$ cat src/rtl/fb_pkg.sv
// Shared types and geometry for the framebuffer port arbiter.
package fb_pkg;

    localparam int FB_W       = 320;
    localparam int FB_H       = 240;
    localparam int NUM_PIXELS = FB_W * FB_H;
    localparam int ADDR_W     = 17;
    localparam int PIX_W      = 12;

    typedef enum logic [2:0] {
        IDLE,
        CLEAR,
        RENDER,
        DRAIN,
        DONE
    } fb_state_t;

    // One buffered renderer write.
    typedef struct packed {
        logic [ADDR_W-1:0] addr;
        logic [PIX_W-1:0]  data;
    } fb_wr_t;

endpackage

$ cat src/rtl/fb_wr_fifo.sv
// Small synchronous FIFO of renderer writes with push/pop/flush.
// Push while full and pop while empty are ignored; flush wins over both.
module fb_wr_fifo
    import fb_pkg::*;
#(
    parameter int DEPTH = 4
) (
    input  logic                           clk,
    input  logic                           rst,
    input  logic                           push,
    input  logic                           pop,
    input  logic                           flush,
    input  fb_wr_t                         din,
    output fb_wr_t                         dout,
    output logic                           full,
    output logic                           empty,
    output logic [$clog2(DEPTH+1)-1:0]     level
);

    localparam int PTR_W = (DEPTH > 1) ? $clog2(DEPTH) : 1;
    localparam int LVL_W = $clog2(DEPTH+1);

    fb_wr_t             mem_q [DEPTH];
    fb_wr_t             mem_d [DEPTH];
    logic [PTR_W-1:0]   wr_ptr_q, wr_ptr_d;
    logic [PTR_W-1:0]   rd_ptr_q, rd_ptr_d;
    logic [LVL_W-1:0]   cnt_q, cnt_d;
    logic               do_push;
    logic               do_pop;

    assign full    = (cnt_q == LVL_W'(DEPTH));
    assign empty   = (cnt_q == '0);
    assign level   = cnt_q;
    assign dout    = mem_q[rd_ptr_q];
    assign do_push = push && !full;
    assign do_pop  = pop && !empty;

    // Next pointers, occupancy and storage contents.
    always_comb begin
        mem_d    = mem_q;
        wr_ptr_d = wr_ptr_q;
        rd_ptr_d = rd_ptr_q;
        cnt_d    = cnt_q;
        if (flush) begin
            wr_ptr_d = '0;
            rd_ptr_d = '0;
            cnt_d    = '0;
        end else begin
            if (do_push) begin
                mem_d[wr_ptr_q] = din;
                wr_ptr_d        = wr_ptr_q + PTR_W'(1);
            end
            if (do_pop) begin
                rd_ptr_d = rd_ptr_q + PTR_W'(1);
            end
            case ({do_push, do_pop})
                2'b10:   cnt_d = cnt_q + LVL_W'(1);
                2'b01:   cnt_d = cnt_q - LVL_W'(1);
                default: cnt_d = cnt_q;
            endcase
        end
    end

    // Storage needs no reset; stale entries are never visible past the pointers.
    always_ff @(posedge clk) begin
        mem_q <= mem_d;
    end

    // Pointer and occupancy registers.
    always_ff @(posedge clk or posedge rst) begin
        if (rst) begin
            wr_ptr_q <= '0;
            rd_ptr_q <= '0;
            cnt_q    <= '0;
        end else begin
            wr_ptr_q <= wr_ptr_d;
            rd_ptr_q <= rd_ptr_d;
            cnt_q    <= cnt_d;
        end
    end

endmodule

$ cat src/rtl/fb_port_arbiter.sv
// Framebuffer BRAM port owner: display reads have strict priority, renderer
// writes are buffered and drained in read-free cycles, frame progress tracked.
// Optional macro CLEAR_ON_START_EN: frame_start first sweeps the whole buffer
// with CLEAR_COLOR before renderer writes are accepted.
module fb_port_arbiter
    import fb_pkg::*;
#(
    parameter int               NUM_PIXELS  = fb_pkg::NUM_PIXELS,
    parameter int               ADDR_W      = fb_pkg::ADDR_W,
    parameter int               PIX_W       = fb_pkg::PIX_W,
    parameter int               FIFO_DEPTH  = 4,
    parameter int               RD_LAT      = 1,
    parameter logic [PIX_W-1:0] CLEAR_COLOR = 12'h000
) (
    input  logic                                clk,
    input  logic                                rst,
    input  logic                                frame_start,
    input  logic                                disp_req,
    input  logic [ADDR_W-1:0]                   disp_addr,
    output logic [PIX_W-1:0]                    disp_data,
    output logic                                disp_data_vld,
    input  logic                                wr_valid,
    output logic                                wr_ready,
    input  logic [ADDR_W-1:0]                   wr_addr,
    input  logic [PIX_W-1:0]                    wr_data,
    output logic                                mem_we,
    output logic [ADDR_W-1:0]                   mem_addr,
    output logic [PIX_W-1:0]                    mem_din,
    input  logic [PIX_W-1:0]                    mem_dout,
    output logic                                frame_done,
    output logic                                addr_err,
    output logic [$clog2(FIFO_DEPTH+1)-1:0]     fifo_level
);

    localparam int                LVL_W     = $clog2(FIFO_DEPTH+1);
    localparam int                CNT_W     = $clog2(NUM_PIXELS+1);
    localparam logic [ADDR_W-1:0] LAST_ADDR = ADDR_W'(NUM_PIXELS-1);
    localparam logic [CNT_W-1:0]  LAST_CNT  = CNT_W'(NUM_PIXELS-1);
`ifdef CLEAR_ON_START_EN
    localparam fb_state_t         START_ST  = CLEAR;
`else
    localparam fb_state_t         START_ST  = RENDER;
`endif

    fb_state_t          state_q, state_d;
    logic [CNT_W-1:0]   acc_cnt_q, acc_cnt_d;
    logic               addr_err_q, addr_err_d;
    logic [RD_LAT-1:0]  rd_pipe_q, rd_pipe_d;
`ifdef CLEAR_ON_START_EN
    logic [ADDR_W-1:0]  clr_cnt_q, clr_cnt_d;
    logic               clr_we;
`endif

    logic               fifo_push;
    logic               fifo_pop;
    logic               fifo_flush;
    logic               fifo_full;
    logic               fifo_empty;
    logic [LVL_W-1:0]   fifo_lvl;
    fb_wr_t             fifo_din;
    fb_wr_t             fifo_head;
    logic               wr_accept;
    logic               in_range;

    assign fifo_din.addr = wr_addr;
    assign fifo_din.data = wr_data;

    fb_wr_fifo #(
        .DEPTH (FIFO_DEPTH)
    ) u_wr_fifo (
        .clk   (clk),
        .rst   (rst),
        .push  (fifo_push),
        .pop   (fifo_pop),
        .flush (fifo_flush),
        .din   (fifo_din),
        .dout  (fifo_head),
        .full  (fifo_full),
        .empty (fifo_empty),
        .level (fifo_lvl)
    );

    assign disp_data     = mem_dout;
    assign disp_data_vld = rd_pipe_q[RD_LAT-1];
    assign frame_done    = (state_q == DONE);
    assign addr_err      = addr_err_q;
    assign fifo_level    = fifo_lvl;

    // Handshake, port arbitration, frame accounting and next state.
    always_comb begin
        state_d    = state_q;
        acc_cnt_d  = acc_cnt_q;
        addr_err_d = addr_err_q;
        fifo_push  = 1'b0;
        fifo_pop   = 1'b0;
        fifo_flush = 1'b0;
        mem_we     = 1'b0;
        mem_addr   = disp_addr;
        mem_din    = CLEAR_COLOR;   // idle data bus parks at the clear colour
`ifdef CLEAR_ON_START_EN
        clr_cnt_d  = clr_cnt_q;
        clr_we     = 1'b0;
`endif

        // frame_start blocks the handshake so a restart never races a write.
        wr_ready  = (state_q == RENDER) && !fifo_full && !frame_start;
        wr_accept = wr_valid && wr_ready;
        in_range  = (wr_addr <= LAST_ADDR);

        // Reads own the port; writes (clear or buffered) only in read-free
        // cycles, and none on a restart cycle since pending writes are dropped.
        if (!disp_req && !frame_start) begin
`ifdef CLEAR_ON_START_EN
            if (state_q == CLEAR) begin
                clr_we   = 1'b1;
                mem_we   = 1'b1;
                mem_addr = clr_cnt_q;
                mem_din  = CLEAR_COLOR;
            end else
`endif
            if (!fifo_empty) begin
                mem_we   = 1'b1;
                mem_addr = fifo_head.addr;
                mem_din  = fifo_head.data;
                fifo_pop = 1'b1;
            end
        end

        // Out-of-range writes are consumed but only flagged.
        if (wr_accept) begin
            if (in_range) begin
                fifo_push = 1'b1;
                acc_cnt_d = acc_cnt_q + CNT_W'(1);
            end else begin
                addr_err_d = 1'b1;
            end
        end

        if (frame_start) begin
            state_d    = START_ST;
            acc_cnt_d  = '0;
            addr_err_d = 1'b0;
            fifo_flush = 1'b1;
`ifdef CLEAR_ON_START_EN
            clr_cnt_d  = '0;
`endif
        end else begin
            case (state_q)
                RENDER: begin
                    if (fifo_push && (acc_cnt_q == LAST_CNT)) begin
                        state_d = DRAIN;
                    end
                end
                DRAIN: begin
                    if (fifo_pop && (fifo_lvl == LVL_W'(1))) begin
                        state_d = DONE;
                    end
                end
`ifdef CLEAR_ON_START_EN
                CLEAR: begin
                    if (clr_we) begin
                        if (clr_cnt_q == LAST_ADDR) begin
                            clr_cnt_d = '0;
                            state_d   = RENDER;
                        end else begin
                            clr_cnt_d = clr_cnt_q + ADDR_W'(1);
                        end
                    end
                end
`endif
                default: ;
            endcase
        end
    end

    // Read-valid delay line matching the BRAM read latency.
    always_comb begin
        rd_pipe_d    = '0;
        rd_pipe_d[0] = disp_req;
        for (int i = 1; i < RD_LAT; i++) begin
            rd_pipe_d[i] = rd_pipe_q[i-1];
        end
    end

    // State and control registers.
    always_ff @(posedge clk or posedge rst) begin
        if (rst) begin
            state_q    <= IDLE;
            acc_cnt_q  <= '0;
            addr_err_q <= 1'b0;
            rd_pipe_q  <= '0;
`ifdef CLEAR_ON_START_EN
            clr_cnt_q  <= '0;
`endif
        end else begin
            state_q    <= state_d;
            acc_cnt_q  <= acc_cnt_d;
            addr_err_q <= addr_err_d;
            rd_pipe_q  <= rd_pipe_d;
`ifdef CLEAR_ON_START_EN
            clr_cnt_q  <= clr_cnt_d;
`endif
        end
    end

endmodule
$ cat config.mk
export PLATFORM = sky130hd
export DESIGN_NAME = fb_port_arbiter
export DESIGN_NICKNAME = d
export VERILOG_FILES = /design/src/rtl/fb_pkg.sv /design/src/rtl/fb_wr_fifo.sv /design/src/rtl/fb_port_arbiter.sv
export SDC_FILE = /design/constraint.sdc
export NUM_CORES = 1
export LEC_CHECK = 0
export BUFFER_PORTS_ARGS = -buffer_cell sky130_fd_sc_hd__clkbuf_2
export CAP_MARGIN = 20
export CORE_MARGIN = 4
export CORE_UTILIZATION = 50
export DETAILED_ROUTE_END_ITERATION = 8
export PLACE_DENSITY = 0.73
export SYNTH_ARGS = -nofsm -noshare
export SYNTH_HDL_FRONTEND = slang
export SYNTH_SLANG_ARGS = --single-unit
$ cat constraint.sdc
create_clock -name clk -period 7 [get_ports clk]
set_input_delay 1.4 -clock clk [delete_from_list [all_inputs] [get_ports clk]]
set_output_delay 1.4 -clock clk [all_outputs]
set_load 0.03 [all_outputs]
# Word-level counts from Yosys, hierarchy flattened
# Index checks and enable logic that the tools add are counted.
# word_totals
reg_bits	145
latch_bits	0
mem_bits_rw	0
romBits	0
inputBits	63
out_inout_bits	49
wordCells	93
mem_count	0
# classes
addsub	5
multipliers	0
div_mod_pow	0
magnitude_cmp	4
n_eq_ne	11
n_shift	0
n_mux	31
n_bitwise	3
reduce_logical	24
# ops
operator	n
bitwise mux 116 bit	1
two-way mux 29 bit	3
two-way mux 17 bit	5
binary-select mux 29 bit (select 2 bit)	1
demux 29 bit (select 2 bit)	1
two-way mux 12 bit	2
adder 17 x 1 -> 17 bit (second input constant)	1
equality test 17 bit (second input constant)	1
less-or-equal comparator 17 bit (second input constant)	1
two-way mux 3 bit	4
one-hot mux 3 bit (2 select lines)	2
logical AND 1 bit	9
two-way mux 1 bit	8
two-way mux 2 bit	4
nonzero test 2 bit	4
equality test 3 x 2 -> 1 bit (second input constant)	2
equality test 3 bit (second input constant)	2
>= comparator 3 bit (second input constant)	2
inverter 2 -> 3 bit	2
AND reduction 2 bit	3
nonzero test 3 bit	2
adder 2 x 1 -> 2 bit (second input constant)	2
logical NOT 1 bit	4
adder 3 x 1 -> 3 bit (second input constant)	1
11 further kinds	11

# Depth between registers and ports, before layout
# logic_depth
depth_word	10
depth_mapped	8
ltp_nobuf	8

# By module
# From an unflattened synthesis, not the netlist that was laid out.
# hier_totals
hier_cells	391
hier_area_um2	6351.1
# by_module_without_submodules
mod	instances	cells_each	area_per_inst_um2	seq_area_each_um2
fb_wr_fifo	1	214	4729.5	3658.5
fb_port_arbiter	1	177	1621.6	550.5

# Least setup slack after synthesis
# OpenSTA, ideal clock, no wires.
# synth_timing
path_kind	input port to output port
from	input frame_start
to	output mem_addr[10]
arrival_time_ns	2.628
t_required_ns	5.600
path_slack_ns	2.972
cell_stages	6
path_buffers	2
cell_sequence	clkbuf_1 or3_1 inv_2 buf_2 nand2_1 nand2_1
# synth_via
elab_chain_cells	3
# synth_lines
item	line	text
from (decl)	fb_port_arbiter.sv:17	input logic frame_start,
logical NOT 1 bit	fb_port_arbiter.sv:112	if (!disp_req && !frame_start) begin
logical AND 1 bit	fb_port_arbiter.sv:112	
two-way mux 17 bit	fb_port_arbiter.sv:112	
to (decl)	fb_port_arbiter.sv:27	output logic [ADDR_W-1:0] mem_addr,
# No other way between the ends.

# Worst setup path after layout
# layout_timing
from	input frame_start
to	output mem_addr[7]
# Same word-level chain as after synthesis.

==> key figures <==
Outcome
  – Outcome: finished clean

STA
  – Period minus WS final: about 5.1 ns
  – Relative slew slack: approximately 43%
  – Final Max Slew Viols: 0
  – Setup TNS: 0 ns
  – Final hold vios: 0
  – Max Clock Freq: between 150 and 200 MHz
  – Actual slew at the worst max-slew pin: about 0.85 ns
  – RSZ-0062 raised after global routing: false
  – Setup Viol. Count Final: 0
  – Setup slack after layout: ~1.9 ns
  – Skew final: between 0.009 and 0.01 ns
  – Final Cycle Share: between 70% and 80%

Setup path
  – CP Capture Type: output port
  – Reg2Reg Capture Point: u_wr_fifo.mem_q[59]
  – CP Data Arrival Time: ~3.7 ns
  – Crit path cell chain: clkbuf_2, or3_1, inv_2, nand2_1, nand2_1, clkbuf_2
  – Critical Path Max Stage Delay: between 0.8 and 0.9 ns
  – Crit Path Class: in2out
  – CP Launch Type: input port
  – Critical path required time: ~5.6 ns
  – Cell count of the worst reg-to-reg path: 6
  – Worst r2r src: u_wr_fifo.level[0]
  – R2r setup slk: ~4.1 ns
  – Slowest cell on crit path: or3_1
  – Critical Path Fanout Max: 33

Layout
  – Final design utilization: around three fifths
  – Multi-input gate area: between 0.0015 and 0.002 mm2
  – Non-filler cells, final: 660
  – Number of inserted diodes: 0
  – Most frequent cells in the layout: 116 x edfxtp_1, 87 x clkbuf_2, 65 x nand2_1, 29 x mux4_2, 28 x dfrtp_1
  – Reg area: ~0.0042 mm2
  – Layout area overhead: 17.3%
  – Layout cell share with drive strength beyond 1: 34.8%
  – Commonest non-fill, non-tap cell in the layout: edfxtp_1
  – Filler cells: 950
  – Nets: about 550

Yosys
  – Synth top area share: between 50 and 60%
  – Syn Std Cell Area: 0.00625 mm2
  – Mapped Cells: between 300 and 400
  – Yosys warns: 0
  – Post-synthesis mux area share: ~11%
  – Main combinational cell family by area after synthesis: simple AND/OR/NAND/NOR gates
  – Syn Area/Cell: between 15 and 20 um2
  – Post-Synth XOR/XNOR Area: ~2.5%
  – Synth area leaders: edfxtp_1 56%, dfrtp_1 12%, mux4_2 10%, nand2_1 3.9%, xnor2_1 2.4%
  – Post-synthesis adder-cell area fraction: 1.80%
  – Synth area leader: edfxtp_1
  – Yosys cell types: 45
  – Simple-gate share of the synthesized area: approximately an eighth
  – Sequential element share of the synthesized area: 67.3%
  – Synth Register Bits: about 150
  – Most used DFF post-synth: edfxtp_1
  – Net Count, Synth: 470
  – Synth async-reset ratio: between 20% and 30%
  – Compound-Gate Fraction of Synth Area: ~2.0%
  – Post-synth EDFFs: 116

Route
  – Routed vias: about 3500
  – Vias/cell: between 5 and 6
  – Initial DRT Pass Iterations: 5
  – DRC viols: 0
  – Wirelength per Cell: 18.3 um
  – Total wire length: 12.1 mm
  – Initial DRC count: between 150 and 200
  – Antenna Violating Nets Remaining: 0

Worst hold path
  – Hold path startpoint: addr_err
  – Hold EP: addr_err
  – Hold Crit Depth: 2
  – HP Class: reg2reg

CTS
  – Clk slew on worst S/H paths: around 0.060 ns
  – Clock Sink Count: 145
  – Max H-tree Level: 4
  – Clock buffer depth: 2
  – Resize count post-CTS: 0
  – Number of setup buffers added after CTS: 0
  – CTS hold repair buffers: 0
  – Cts bufs inserted: 17
  – Worst skew pair latency: 0.42 ns
  – Root Driver: clkbuf_16
  – CTS tree: built

Global routing
  – First-pass GRT wire length: 19.2 mm
  – Largest net degree at the start of global routing: 34
  – Vias in the first global route: 3556
  – GRT Util Overall: 17.8%
  – Total grt overflow: 0
  – Initial antenna violation count: 0

Power and ir drop
  – Clock Power Share: between 30% and 40%
  – Final total power: 0.00237 W
  – Switch Pwr: a little under 0.0007 W
  – Maximum vdd ir drop: approximately 180 uV
  – P per Cell Area: ~320 mW/mm2
  – Combinational power share: 21.9%
  – LEAKAGE: ~2.7 nW
  – Flop pwr share: 42.9%
  – Switching Fraction: between 20 and 30%
  – Internal Power: about 0.0017 W

Floorplanning
  – Row cnt: 40
  – Chip Width: roughly 120 um
  – Die area: ~0.014 mm2
  – Core ar.: ~0.012 mm2
  – Initial Util: around 52%
  – # IOs: between 100 and 150
  – Die span in y: between 100 and 150 um

Placed design
  – Port Buf Inserts: 87
  – Gp weighted congestion: 0.791
  – Pre-CTS setup slack: approximately 1.9 ns
  – Placed Cells: ~630
  – DPL Wire Length: around 7.5 mm

Job
  – MaxCap Viol Count: 0
==> per-stage QoR <==
stage	cell area (um2)	hold slack, ns
final	7330	0.513
after global routing	7330	0.556
after CTS	7310	0.517
after detailed placement	6770	0.504
after global placement	6740	0.479
after floorplan	6250	0.503
==> flip-flops by register name, summed over array words and instances (netlist names) <==
signal              count
u_wr_fifo.wr_ptr_q      2
u_wr_fifo.mem_q       116
acc_cnt_q              17
addr_err                1
u_wr_fifo.level         3
disp_data_vld           1
u_wr_fifo.rd_ptr_q      2
state_q                 3
==> critical path, delay by kind of cell <==
family,cells,cell delay (ns)
buffers and inverters,3,1.14
and+or+nand+nor,3,1.10
==> worst max path at each step <==
| stage | from | end | slack, ns | depth (start not counted) |
|---|---|---|---|---|
| after global placement | frame_start | mem_addr[7] | 1.93 | 6 |
| after global routing | frame_start | mem_addr[7] | 1.70 | 6 |
| final | frame_start | mem_addr[7] | 1.93 | 6 |
| after detailed placement | frame_start | mem_addr[7] | 1.89 | 6 |
| after floorplan | frame_start | mem_addr[10] | 2.97 | 6 |
| after CTS | frame_start | mem_addr[7] | 1.89 | 6 |
==> power by group through the flow <==
stage	combinational [W]	sequential [W]	clock, W
2_1_floorplan	0.000400	0.00102	0
3_3_place_gp	0.000475	0.00106	0
3_5_place_dp	0.000482	0.00106	0
4_1_cts	0.000484	0.00105	0.000845
5_1_grt	0.000563	0.00102	0.000886
6_report	0.000517	0.00102	0.000833
==> layout make-up <==
type | instances | area share [%]
sequential | 145 | 57.4
clock inverter | 14 | 1.57
multi-input combinational | 216 | 25.2
inverter | 9 | 0.461
timing repair buffer | 90 | 6.69
clock buffer | 18 | 5.85
tap | 168 | 2.87
==> synth_stat cells (2+ instances only) <==
cell        n
edfxtp_1  116
nand2_1    65
dfrtp_1    29
mux4_2     29
nor2_1     23
xnor2_1    17
and2_1     16
buf_4      12
ha_1        9
buf_2       8
inv_1       8
clkbuf_1    7
nor3_1      6
nand3_1     5
nor4b_2     4
nor3b_1     3
o21ai_0     3
a21o_1      2
a21oi_1     2
a31oi_1     2
and4_1      2
mux2_2      2
mux2i_1     2
nand4_4     2
nor2b_1     2
nor4_2      2
or3_1       2
==> cell families (layout without fill, tap and decap cells) <==
| logic type | count (synthesis) | in the layout |
|---|---|---|
| mux | 33 | 33 |
| compound gates | 16 | 16 |
| buf+inv | 37 | 131 |
| xor+xnor | 18 | 18 |
| flops | 145 | 145 |
| simple gates | 140 | 140 |
| fa+ha+maj | 9 | 9 |
==> routing by layer <==
metal	GRT usage [%]	routed length (um)	part of all wire, %	up-vias
met5	0	0	0	-
met2	29.2	6050	50	100
met1	22.6	4970	41	1714
met3	5.89	905	7.5	16
li1	-	-	-	1623
met4	5.23	164	1.4	0
(Power assumes the default switching activity.)
